==> src/rtl/irq_collector.sv <==
// ---------------------------------------------------------------------------
// irq_collector
//
// Collects rising-edge interrupt events from 8 level request lines into a
// pending vector. Presents the highest-priority unmasked pending source
// (bit 7 highest) as a registered valid/id pair. The consumer accepts it with
// a ready handshake. An event on a source that is already pending merges into
// the existing pending bit and sets a sticky overrun flag.
//
// Ports:
//   i_clk        clock, all state updates on the rising edge
//   i_rst        asynchronous active-high reset
//   i_en         presentation enable (0 blocks new ids from being presented)
//   i_req[7:0]   level request lines, a 0->1 transition is one event
//   i_mask[7:0]  per-source presentation mask (pending bits are kept)
//   i_irq_ready  consumer accepts the presented id
//   i_ovf_clr    synchronous clear of the overrun flag
//   o_irq_valid  an id is presented
//   o_irq_id     index of the presented source
//   o_pend[7:0]  pending vector
//   o_ovf        sticky overrun flag
// ---------------------------------------------------------------------------
module irq_collector (
    input  logic       i_clk,
    input  logic       i_rst,
    input  logic       i_en,
    input  logic [7:0] i_req,
    input  logic [7:0] i_mask,
    input  logic       i_irq_ready,
    input  logic       i_ovf_clr,
    output logic       o_irq_valid,
    output logic [2:0] o_irq_id,
    output logic [7:0] o_pend,
    output logic       o_ovf
);

    logic [7:0] r_req_q;
    logic [7:0] r_pend;
    logic       r_irq_valid;
    logic [2:0] r_irq_id;
    logic       r_ovf;

    logic [7:0] w_edge;
    logic       w_acc;
    logic [7:0] w_clr;
    logic [7:0] w_pend_next;
    logic [7:0] w_cand;
    logic [2:0] w_cand_id;
    logic       w_load;
    logic       w_overrun;

    assign w_edge = i_req & ~r_req_q;
    assign w_acc  = r_irq_valid & i_irq_ready;

    always_comb begin
        w_clr = 8'h00;
        if (w_acc) begin
            w_clr[r_irq_id] = 1'b1;
        end
    end

    // A set on the same bit as the clear wins: the bit stays pending as a new event.
    assign w_pend_next = (r_pend & ~w_clr) | w_edge;
    // Candidates use the pending value being loaded, so an accept can hand over
    // to the next id in the same edge and the accepted bit is never re-offered.
    assign w_cand      = w_pend_next & ~i_mask;
    assign w_overrun   = |(w_edge & r_pend & ~w_clr);
    // Output register only reloads when empty or being accepted; otherwise it holds.
    assign w_load      = ~r_irq_valid | w_acc;

    // Ascending scan leaves the highest set index in w_cand_id.
    always_comb begin
        w_cand_id = 3'd0;
        for (int i = 0; i < 8; i++) begin
            if (w_cand[i]) begin
                w_cand_id = 3'(i);
            end
        end
    end

    always_ff @(posedge i_clk or posedge i_rst) begin
        if (i_rst) begin
            r_req_q     <= 8'h00;
            r_pend      <= 8'h00;
            r_irq_valid <= 1'b0;
            r_irq_id    <= 3'd0;
            r_ovf       <= 1'b0;
        end else begin
            r_req_q <= i_req;
            r_pend  <= w_pend_next;
            r_ovf   <= ~i_ovf_clr & (r_ovf | w_overrun);
            if (w_load) begin
                r_irq_valid <= i_en & (|w_cand);
                r_irq_id    <= w_cand_id;
            end
        end
    end

    assign o_irq_valid = r_irq_valid;
    assign o_irq_id    = r_irq_id;
    assign o_pend      = r_pend;
    assign o_ovf       = r_ovf;

endmodule
==> config.mk <==
export PLATFORM = sky130hd
export DESIGN_NAME = irq_collector
export DESIGN_NICKNAME = d
export VERILOG_FILES = /design/src/rtl/irq_collector.sv
export SDC_FILE = /design/constraint.sdc
export NUM_CORES = 1
export LEC_CHECK = 0
export BUFFER_PORTS_ARGS = -buffer_cell sky130_fd_sc_hd__buf_2
export CORE_MARGIN = 10
export CORE_UTILIZATION = 50
export CTS_CLUSTER_DIAMETER = 40
export DETAILED_ROUTE_END_ITERATION = 12
export MAX_ROUTING_LAYER = met4
export PLACE_DENSITY = 0.79
export SLEW_MARGIN = 20
export SYNTH_ARGS = -nofsm -noshare
export SYNTH_HDL_FRONTEND = slang
export SYNTH_SLANG_ARGS = --single-unit
==> constraint.sdc <==
create_clock -name i_clk -period 4.45 [get_ports i_clk]
set_input_delay 0 -clock i_clk [delete_from_list [all_inputs] [get_ports i_clk]]
set_output_delay 0 -clock i_clk [all_outputs]
set_load 0.005 [all_outputs]
# Word-level counts from Yosys, hierarchy flattened
# Index checks and enable logic that the tools add are counted.
[totals] word_cells=36 out_inout_bits=13 register_bits=21
[op_classes] magnitude_cmp=2 reduce_logical=3 muxes=10 bitwise_logic=16
[ops] op="$and A8 B8 Y8" n=5
[ops] op="$not A8 Y8" n=3
[ops] op="$mux W3" n=6
[ops] op="$reduce_or A8 Y1" n=2
[ops] op="$mux W8" n=1
[ops] op="$or A8 B8 Y8" n=1
[ops] op="$lt A3 B4 Y1 const B" n=1
[ops] op="$and A1 B1 Y1" n=3
[ops] op="$demux W1 S3" n=1
[ops] op="$ge A3 B1 Y1 const B" n=1
[ops] op="$mux W1" n=2
[ops] op="$not A1 Y1" n=2
[ops] op="$or A1 B1 Y1" n=2
[ops] op="$logic_and A1 B1 Y1" n=1

# Longest topological paths before layout
# Gate-level depths: netlist (run 1).
[logic_depth] ltp_word=16 ltp_mapped=5

# Worst setup path after synthesis (run 1)
# Ideal clock, no wire load.
[synth_timing] path_kind="flip-flop to flip-flop" start="reg r_irq_id[0], in the netlist o_irq_id[0]" end="reg r_irq_valid, in the netlist o_irq_valid" setup_time_ns=0.126 path_slack_ns=2.949 synth_period_minus_slack_ns=1.501 required_ns=4.324 path_buffers=0 path_stages_with_launch=6 arrival_time_ns=1.376 path_cell_list="dfrtp_1 > nand3b_1 > nor3_1 > o32ai_2 > o41ai_2 > nand2_1"
[synth_between] elab_chain_cells=11 word_cells_on_any_way=12 cone_classes="order compare (2); mux (3); bitwise (5); reduce/logical (2)"
[synth_rtl] element="start: declaration" line_no="40" text="logic [2:0] r_irq_id;"
[synth_rtl] element="start signal: assignment" line_no="94" text="r_irq_id <= w_cand_id;"
[synth_rtl] element="$lt A3 B4 Y1 (not written as such) / $ge A3 B1 Y1 (equally long branches)" line_no="58" text="w_clr[r_irq_id] = 1'b1;"
[synth_rtl] element="$logic_and A1 B1 Y1 (not written as such)" line_no="58"
[synth_rtl] element="$mux W1 (not written as such)" line_no="58"
[synth_rtl] element="$demux W1 S3 (*)" line_no="58"
[synth_rtl] element="$mux W8 (*)" line_no="57" text="if (w_acc) begin"
[synth_rtl] element="$not A8 Y8 (*)" line_no="63" text="assign w_pend_next = (r_pend & ~w_clr) | w_edge;"
[synth_rtl] element="$and A8 B8 Y8 (*)" line_no="63"
[synth_rtl] element="$or A8 B8 Y8 (*)" line_no="63"
[synth_rtl] element="$and A8 B8 Y8 (*)" line_no="66" text="assign w_cand = w_pend_next & ~i_mask;"
[synth_rtl] element="$reduce_or A8 Y1 (*)" line_no="93" text="r_irq_valid <= i_en & (|w_cand);"
[synth_rtl] element="$and A1 B1 Y1 (*)" line_no="93"
[synth_rtl] element="end signal: assignment" line_no="93"
[synth_rtl] element="end: declaration" line_no="39" text="logic r_irq_valid;"
# Every way passes the cells marked *; elsewhere a longest branch is shown, timed or not.
# A chain may end at the register's enable or synchronous reset.

# Worst setup path after layout (run 1)
# Ends and elaborated chain as after synthesis.

==> results of run 1 <==
## logic make-up (layout without fill, tap and decap cells)
group,after synthesis,in the layout
and+or+nand+nor,56,56
buffers and inverters,2,50
AOI/OAI and AO/OA,28,28
DFF,21,21
## stage by stage
stage                     cell area, sq um  setup WS (ps)  util (%)  total power, uW  hold slack (ps)
after floorplan                       1070           2950         -              309            -23.5
after global placement                1260           2850      63.2              354              119
after detailed placement              1260           2780      63.2              358              120
after CTS                             1400           2770      70.0              456              122
after global routing                  1400           2550      70.0              485              142
final                                 1400           2750      70.0              458              125
## how the worst min path moves through the flow
stage                          from          end  depth (start not counted)
final                     i_mask[7]  o_irq_id[0]                          4
after global routing      i_mask[7]  o_irq_id[0]                          4
after CTS                 i_mask[7]  o_irq_id[0]                          4
after detailed placement   i_req[0]   r_req_q[0]                          1
after global placement     i_req[5]   r_req_q[5]                          1
after floorplan               i_rst  o_irq_id[0]                          1
## cell type report
cell class                 instances  area (sq um)
sequential                        21           526
tap                               27          33.8
fill                             164           601
multi-input combinational         84           533
inverter                           2          7.51
timing repair buffer              44           275
clock buffer                       4          26.3
## worst max-delay path, stage by stage, from the launching register on
cell and delay, ps:
dfrtp_1 460, nand3b_1 280, nor3_1 270, o32ai_2 160, o41ai_2 350, nand2_1 80
## placed cells by master (no fill, tap or decap), types with 5 or more instances in the layout
master / count
dfrtp_1: 21
a21o_1: 5
nand2_1: 7
nor3_1: 6
nand3_1: 7
nor2_1: 10
nor2b_1: 8
buf_2: 33
dlygate4sd3_1: 11
## metal layers
layer | vias to the layer above | wire length [microns]
met5 | - | 0
met2 | 46 | 1310
met3 | 15 | 228
li1 | 491 | -
met1 | 470 | 1220
met4 | 0 | 96
## sequential cells by signal (all words and copies together), names as in the netlist
signal / cells
o_irq_id: 3
o_irq_valid: 1
o_ovf: 1
o_pend: 8
r_req_q: 8
## where the power goes
part	switching (uW)	total, uW	internal [uW]	leakage, uW
combinational	67.4	128	61.0	0.000344
clock	58.6	93.6	35.0	0.0000150
sequential	23.4	236	212	0.000222
==> results.cfg, run 1 <==
[synth]
synth_compound_area_share_pct = 20.4
synthesis.instances = 107
synth_fp_nets = 128
synth_area_leaders = dfrtp_1, nor2b_1, a21o_1
yosysTopAreaCell = dfrtp_1
ys_seq_area_share_pct = 49.3
synth-simple-area-share_pct = 29.6
synthArstFlopShare_pct = 100
synth_top_area_share_pct = 49.3
ys_types = 32
synth-edff-count = 0
syn-cell-area_sq_um = 1070
yosys.cell_count.top_type = dfrtp_1
synth_top_family_by_area = simple AND/OR/NAND/NOR gates
synth_mux_area_share_pct = 0
synth_fa_ha_area_share_pct = 0
synth-main-ff-cell = dfrtp_1
synthTopCellsByCount = dfrtp_1, nor2_1, nor2b_1
synth_xor_area_share_pct = 0
synth-seq-cells = 21
yosys_warnings = 0
avgSynthCellArea_sq_um = 9.96

[sta]
fin_crit_sh_pct = 38.3
tns_ps = 0
finClkSkew_ps = 9.81
hold_violations = 0
min_period_ps = 1700
slew_headroom_pct = 47.2
rsz0062_at_grt = false
worstMarginPinSlew_ps = 790
slew_violations = 0
clock.fmax_mhz = 587
final-setup-viol-count = 0

[cts]
htree_levels = 1
clk_pin_slew_ps = 120
postCtsSetupBuffers = 0
clkLatencyLatePin_ps = 310
cts_tree = done
clock_sinks = 21
cts-root-buf = clkbuf_4
cts_resized = 0
ctsHoldBuffers = 11
cts_buffers = 3
clk_path_buf_depth = 2

[finish]
antenna_cells = 0
nets = 177
drive_gt1_share_pct = 29.0
finalNonFillerCells = 182
syn2layout_area_growth_pct = 31.5

[die]
coreArea_sq_um = 2000
die_area_sq_um = 4380
ioPinCount = 34
initial_utilization_pct = 53.2
rows = 16
dieHeight_microns = 66.2
die_w_microns = 66.2

[drt]
drt_iter0_drc = 43
drc = 0
drt_pass1_iterations = 4
ant_nets = 0
routed_wl_microns = 2850
routed_via_density = 5.62
num_vias = 1022
wire_per_inst_microns = 15.7

[job]
maxCapViolCount = 0

[worst_setup_path]
cp_data_arrival_time_ps = 1910
reg2reg_depth = 5
critical_path_class = reg -> reg
critical_path_peak_fanout = 8
start_kind = register
r2r_setup_slack_ps = 2750
r2r-start = o_irq_id[0]
r2r_end = o_irq_valid
required_ps = 4650
crit_start = o_irq_id[0]
end_kind = register
crit_end = o_irq_valid

[power_and_ir_drop]
p_leak_uw = 0.000582
ir_drop_mv = 0.197
powerDensity_nw_per_um2 = 327

[placement]
dp_hpwl_microns = 2150
place_inst = 167
portBuffers = 33
gp_congestion = 0.932

[grt]
grt_pass1_wl_microns = 4810
grt.busiest_layer = met2
grt_max_degree = 22
use_met1_pct = 17.0
gr-usage-all-layers_pct = 14.3
met2_usage_pct = 22.5
antenna_found_initial = 0
overflow = 0
gr-usage-met3_pct = 3.39
grt_pass1_vias = 1038

[worst_hold_path]
hold_path_class = in -> reg

[outcome]
status = finished, final reports clean
Note: power is estimated with default switching activity, not from simulation.
==> run 2, diff against run 1 <==
--- a/config.mk
+++ b/config.mk
@@ -5,13 +5,14 @@
 export SDC_FILE = /design/constraint.sdc
 export NUM_CORES = 1
 export LEC_CHECK = 0
+export ABC_AREA = 1
 export BUFFER_PORTS_ARGS = -buffer_cell sky130_fd_sc_hd__buf_2
 export CORE_MARGIN = 10
-export CORE_UTILIZATION = 50
+export CORE_UTILIZATION = 44
 export CTS_CLUSTER_DIAMETER = 40
 export DETAILED_ROUTE_END_ITERATION = 12
 export MAX_ROUTING_LAYER = met4
-export PLACE_DENSITY = 0.79
+export PLACE_DENSITY = 0.74
 export SLEW_MARGIN = 20
 export SYNTH_ARGS = -nofsm -noshare
 export SYNTH_HDL_FRONTEND = slang
==> constraint.sdc (replaced) <==
create_clock -name i_clk -period 1.5 [get_ports i_clk]
set_input_delay 0 -clock i_clk [delete_from_list [all_inputs] [get_ports i_clk]]
set_output_delay 0 -clock i_clk [all_outputs]
set_load 0.005 [all_outputs]
==> results.cfg, run 2 <==
[placement]
placed_cell_area_sq_um = 1220
portBuffers = 33
dp_hpwl_microns = 2030
gp_congestion = 0.812
place_inst = 179
dp_slack_ps = 25.4

[finish]
layout_common_cells = buf_2, nand2_1, inv_1
nets = 193
antenna_cells = 0
syn2layout_area_growth_pct = 41.1
drive_gt1_share_pct = 44.4
design_area_sq_um = 1430
mostFrequentLayoutCell = buf_2
finalNonFillerCells = 199

[die]
die_area_sq_um = 4620
coreArea_sq_um = 2190
dieHeight_microns = 67.9
rows = 17
die_w_microns = 67.9
ioPinCount = 34
initial_utilization_pct = 46.1

[worst_setup_path]
end_kind = register
r2r-start = o_irq_valid
critical_path_peak_fanout = 4
cp_data_arrival_time_ps = 1620
reg2reg_depth = 11
r2r_end = o_irq_valid
critical_path_class = reg -> reg
start_kind = register
r2r_setup_slack_ps = 100
required_ps = 1710

[synth]
yosys.cell_count.top_type = nand2_1
ys_types = 20
avgSynthCellArea_sq_um = 8.64
synthesis.instances = 117
synthTopCellsByCount = nand2_1, dfrtp_1, inv_1
yosys_warnings = 0
synth_area_leaders = dfrtp_1, nand2_1, nand2_2
synth-edff-count = 0
ys_seq_area_share_pct = 52.0
synth_fp_nets = 138
yosysTopAreaCell = dfrtp_1
synth_top_area_share_pct = 52.0
syn-cell-area_sq_um = 1010
synthArstFlopShare_pct = 100
synth-main-ff-cell = dfrtp_1
synth-seq-cells = 21

[drt]
routed_via_density = 4.72
wire_per_inst_microns = 12.7
drt_iter0_drc = 35
routed_wl_microns = 2530
drc = 0
num_vias = 940
ant_nets = 0
drt_pass1_iterations = 4

[cts]
cts_tree = done
clk_path_buf_depth = 2
clock_sinks = 21
clk_pin_slew_ps = 110
cts-root-buf = clkbuf_4
clkLatencyLatePin_ps = 300
htree_levels = 1
cts_buffers = 3

[grt]
grt_pass1_vias = 994
gr-usage-all-layers_pct = 12.3
grt_max_degree = 22
antenna_found_initial = 0
grt_pass1_wl_microns = 4250
overflow = 0

[worst_hold_path]
hp-start = i_mask[6]
hold_path_class = in -> reg
whs_path_depth = 5
whs_endpoint = o_irq_id[0]

[sta]
fin_crit_sh_pct = 93.6
min_period_ps = 1400
finClkSkew_ps = 1.74
clock.fmax_mhz = 712
slew_violations = 0
finalWorstSetupSlack_ps = 95.4
slew_headroom_pct = 75.9
worstMarginPinSlew_ps = 359
whs_ps = 33.4
rsz0062_at_grt = true
hold_violations = 0
final-setup-viol-count = 0

[power_and_ir_drop]
powerDensity_nw_per_um2 = 956
p_leak_uw = 0.000726
ir_drop_mv = 0.568
total_power_uw = 1360

[job]
maxCapViolCount = 0

[outcome]
status = finished, final reports clean
## run 2: layout make-up
class / count / area (sq um)
clock buffer: 4 / 26.3
timing repair buffer: 50 / 320
sequential: 21 / 528
multi-input combinational: 75 / 438
fill: 192 / 764
inverter: 21 / 78.8
tap: 28 / 35.0
## run 2: cells by family after synthesis
| logic type | after synthesis | synth area share, % |
|---|---|---|
| and+or+nand+nor | 64 | 32.2 |
| DFF | 21 | 52.0 |
| buffers and inverters | 21 | 7.80 |
| AOI/OAI and AO/OA | 11 | 8.04 |
## run 2: worst max-delay path, stage by stage, from the launching register on
cell and delay [ps]:
dfrtp_1 390, nand2_2 90, nor2_4 160, nand3_1 110, nand2_2 80, nand2_2 60
nand2_2 60, nand2_1 80, nor2_2 110, nand2_1 70, nand2_1 60, nand2_1 40
## run 2: metrics by stage
| step | setup TNS, ps | utilization (%) |
|---|---|---|
| 5_1_grt | -37.8 | 65.1 |
| 4_1_cts | 0 | 61.9 |
| 2_1_floorplan | 0 | - |
| 3_3_place_gp | 0 | 55.6 |
| 6_report | 0 | 65.1 |
| 3_5_place_dp | 0 | 55.6 |
## run 2: worst max path at each step
stage | from | end | slack [ps] | cells after the start
after global routing | o_irq_valid | o_irq_valid | -40 | 11
after floorplan | o_irq_valid | o_irq_valid | 210 | 11
after detailed placement | o_irq_valid | o_irq_valid | 30 | 9
after CTS | o_irq_valid | o_irq_valid | 10 | 9
final | o_irq_valid | o_irq_valid | 100 | 11
after global placement | o_irq_valid | o_irq_valid | 90 | 9
## run 2: per-layer routing
layer  vias to the layer above  track usage, %  part of all wire (%)
met4                         0            7.29                   2.7
li1                        469               -                     -
met2                        27            20.5                    51
met5                         -               -                     0
met3                         7            2.77                   5.9
met1                       437            13.1                    40
## run 2: power breakdown
part           leakage [uW]  switching (uW)  internal, uW
clock network     0.0000150             167           104
logic              0.000489             222           186
registers          0.000222            54.7           630
total              0.000726             444           920
## run 2: what timing repair did
| action | 4_1_cts | 5_1_grt |
|---|---|---|
| resized for setup | 0 | 10 |
| hold buffers | 11 | 0 |
| endpoints found under the hold margin | 36 | 0 |
| buffers inserted | 0 | 5 |
| setup endpoints to repair | 0 | 5 |
==> run 3, diff against run 2 <==
--- a/config.mk
+++ b/config.mk
@@ -12,8 +12,9 @@
 export CTS_CLUSTER_DIAMETER = 40
 export DETAILED_ROUTE_END_ITERATION = 12
 export MAX_ROUTING_LAYER = met4
-export PLACE_DENSITY = 0.74
+export PLACE_DENSITY = 0.75
 export SLEW_MARGIN = 20
 export SYNTH_ARGS = -nofsm -noshare
 export SYNTH_HDL_FRONTEND = slang
 export SYNTH_SLANG_ARGS = --single-unit
+export TNS_END_PERCENT = 30
==> results.cfg, run 3 (same netlist as run 2, synthesis figures left out) <==
[outcome]
status = finished, final reports clean

[drt]
routed_via_density = 4.61
dr_wl_met2_microns = 1290
num_vias = 898
top_layer = met4
wl_met1_microns = 970
drt_pass1_iterations = 4
wire_per_inst_microns = 12.6
drc = 0
ant_nets = 0
drt_iter0_drc = 27
routed_wl_microns = 2460
met3WireLength_microns = 151

[power_and_ir_drop]
ir_drop_mv = 0.464
p_leak_uw = 0.000710
powerDensity_nw_per_um2 = 966

[grt]
grt_max_degree = 22
grt_pass1_wl_microns = 3910
gr-usage-all-layers_pct = 11.8
grt_pass1_vias = 942
overflow = 0
antenna_found_initial = 0

[die]
die_area_sq_um = 4620
dieHeight_microns = 67.9
ioPinCount = 34
initial_utilization_pct = 46.1
coreArea_sq_um = 2190
die_w_microns = 67.9
rows = 17

[sta]
worstMarginPinSlew_ps = 327
min_period_ps = 1440
finClkSkew_ps = 11.0
clock.fmax_mhz = 692
final-setup-viol-count = 0
finalWorstSetupSlack_ps = 55.5
hold_violations = 0
rsz0062_at_grt = true
whs_ps = 21.1
slew_violations = 0
slew_headroom_pct = 78.1
fin_crit_sh_pct = 96.3

[finish]
antenna_cells = 0
final-seq-area_sq_um = 528
nets = 189
layout_common_cells = buf_2, nand2_1, inv_1
syn2layout_area_growth_pct = 38.9
drive_gt1_share_pct = 43.7
mostFrequentLayoutCell = buf_2
multi_input_area_sq_um = 444
fillers = 184
design_area_sq_um = 1400

[worst_setup_path]
required_ps = 1740
end_kind = register
reg2reg_depth = 9
critical_path_peak_fanout = 4
start_kind = register
cp_data_arrival_time_ps = 1680
critical_path_class = reg -> reg

[placement]
placed_cell_area_sq_um = 1220
dp_hpwl_microns = 1880
gp_congestion = 0.797
portBuffers = 33
dp_slack_ps = 50.4

[worst_hold_path]
hold_path_class = in -> reg
whs_path_depth = 5

[cts]
htree_levels = 1
cts-root-buf = clkbuf_4
cts_buffers = 3
cts_tree = done
clkLatencyLatePin_ps = 320
clk_pin_slew_ps = 130
clk_path_buf_depth = 2
clock_sinks = 21

[job]
maxCapViolCount = 0
-- run 3: area by class of cell --
class,count,area share (%)
Sequential cell,21,37.6
Inverter,21,5.61
Clock inverter,1,0.357
Tap cell,28,2.50
Multi-Input combinational cell,75,31.6
Clock buffer,3,1.60
Timing Repair Buffer,46,20.7
-- run 3: worst max-delay path, cell delays in order, from the launching register on --
cell and delay [ps]:
dfrtp_1 420, nand2_2 90, nor2_4 170, nand2_1 100, a22oi_2 160, nor2_1 70
nor3_2 160, nand2_1 70, nand2_1 60, nand2_1 40
-- run 3: per-stage QoR --
| stage | power (uW) | setup TNS [ps] | utilization, % | std cells |
|---|---|---|---|---|
| after floorplan | 899 | 0 | - | 117 |
| after detailed placement | 1030 | 0 | 55.6 | 179 |
| after global routing | 1450 | -127 | 64.1 | 195 |
| after global placement | 1020 | 0 | 55.6 | 179 |
| after CTS | 1350 | 0 | 61.9 | 194 |
| final | 1360 | 0 | 64.1 | 195 |
-- run 3: layer usage --
layer / vias up / track usage, %
li1: 467 / -
met1: 409 / 10.9
met2: 17 / 20.6
met3: 5 / 4.24
met4: 0 / 6.78
met5: - / -
-- run 3: worst paths after layout --
kind                                   from          end  slack [ps]
worst max-delay path            o_irq_valid  o_irq_valid          60
worst min-delay path              i_mask[6]  o_irq_id[0]          20
worst max register to register  o_irq_valid  o_irq_valid          60
worst min register to register        o_ovf        o_ovf         530
max in group asynchronous             i_rst  o_irq_id[2]        1050
min in group asynchronous             i_rst   r_req_q[5]         220
-- run 3: report_power, final --
part / switching (uW) / internal (uW) / leakage [uW] / total, uW
Combinational: 213 / 166 / 0.000470 / 379
Clock: 189 / 100 / 0.0000177 / 289
Sequential: 58.1 / 630 / 0.000222 / 688
-- run 3: repair_timing --
item,in CTS,in global routing
endpoints found under the hold margin,39,0
hold buffers,11,0
setup buffers,0,1
gates resized for setup,0,11
endpoints found under the setup margin,0,4
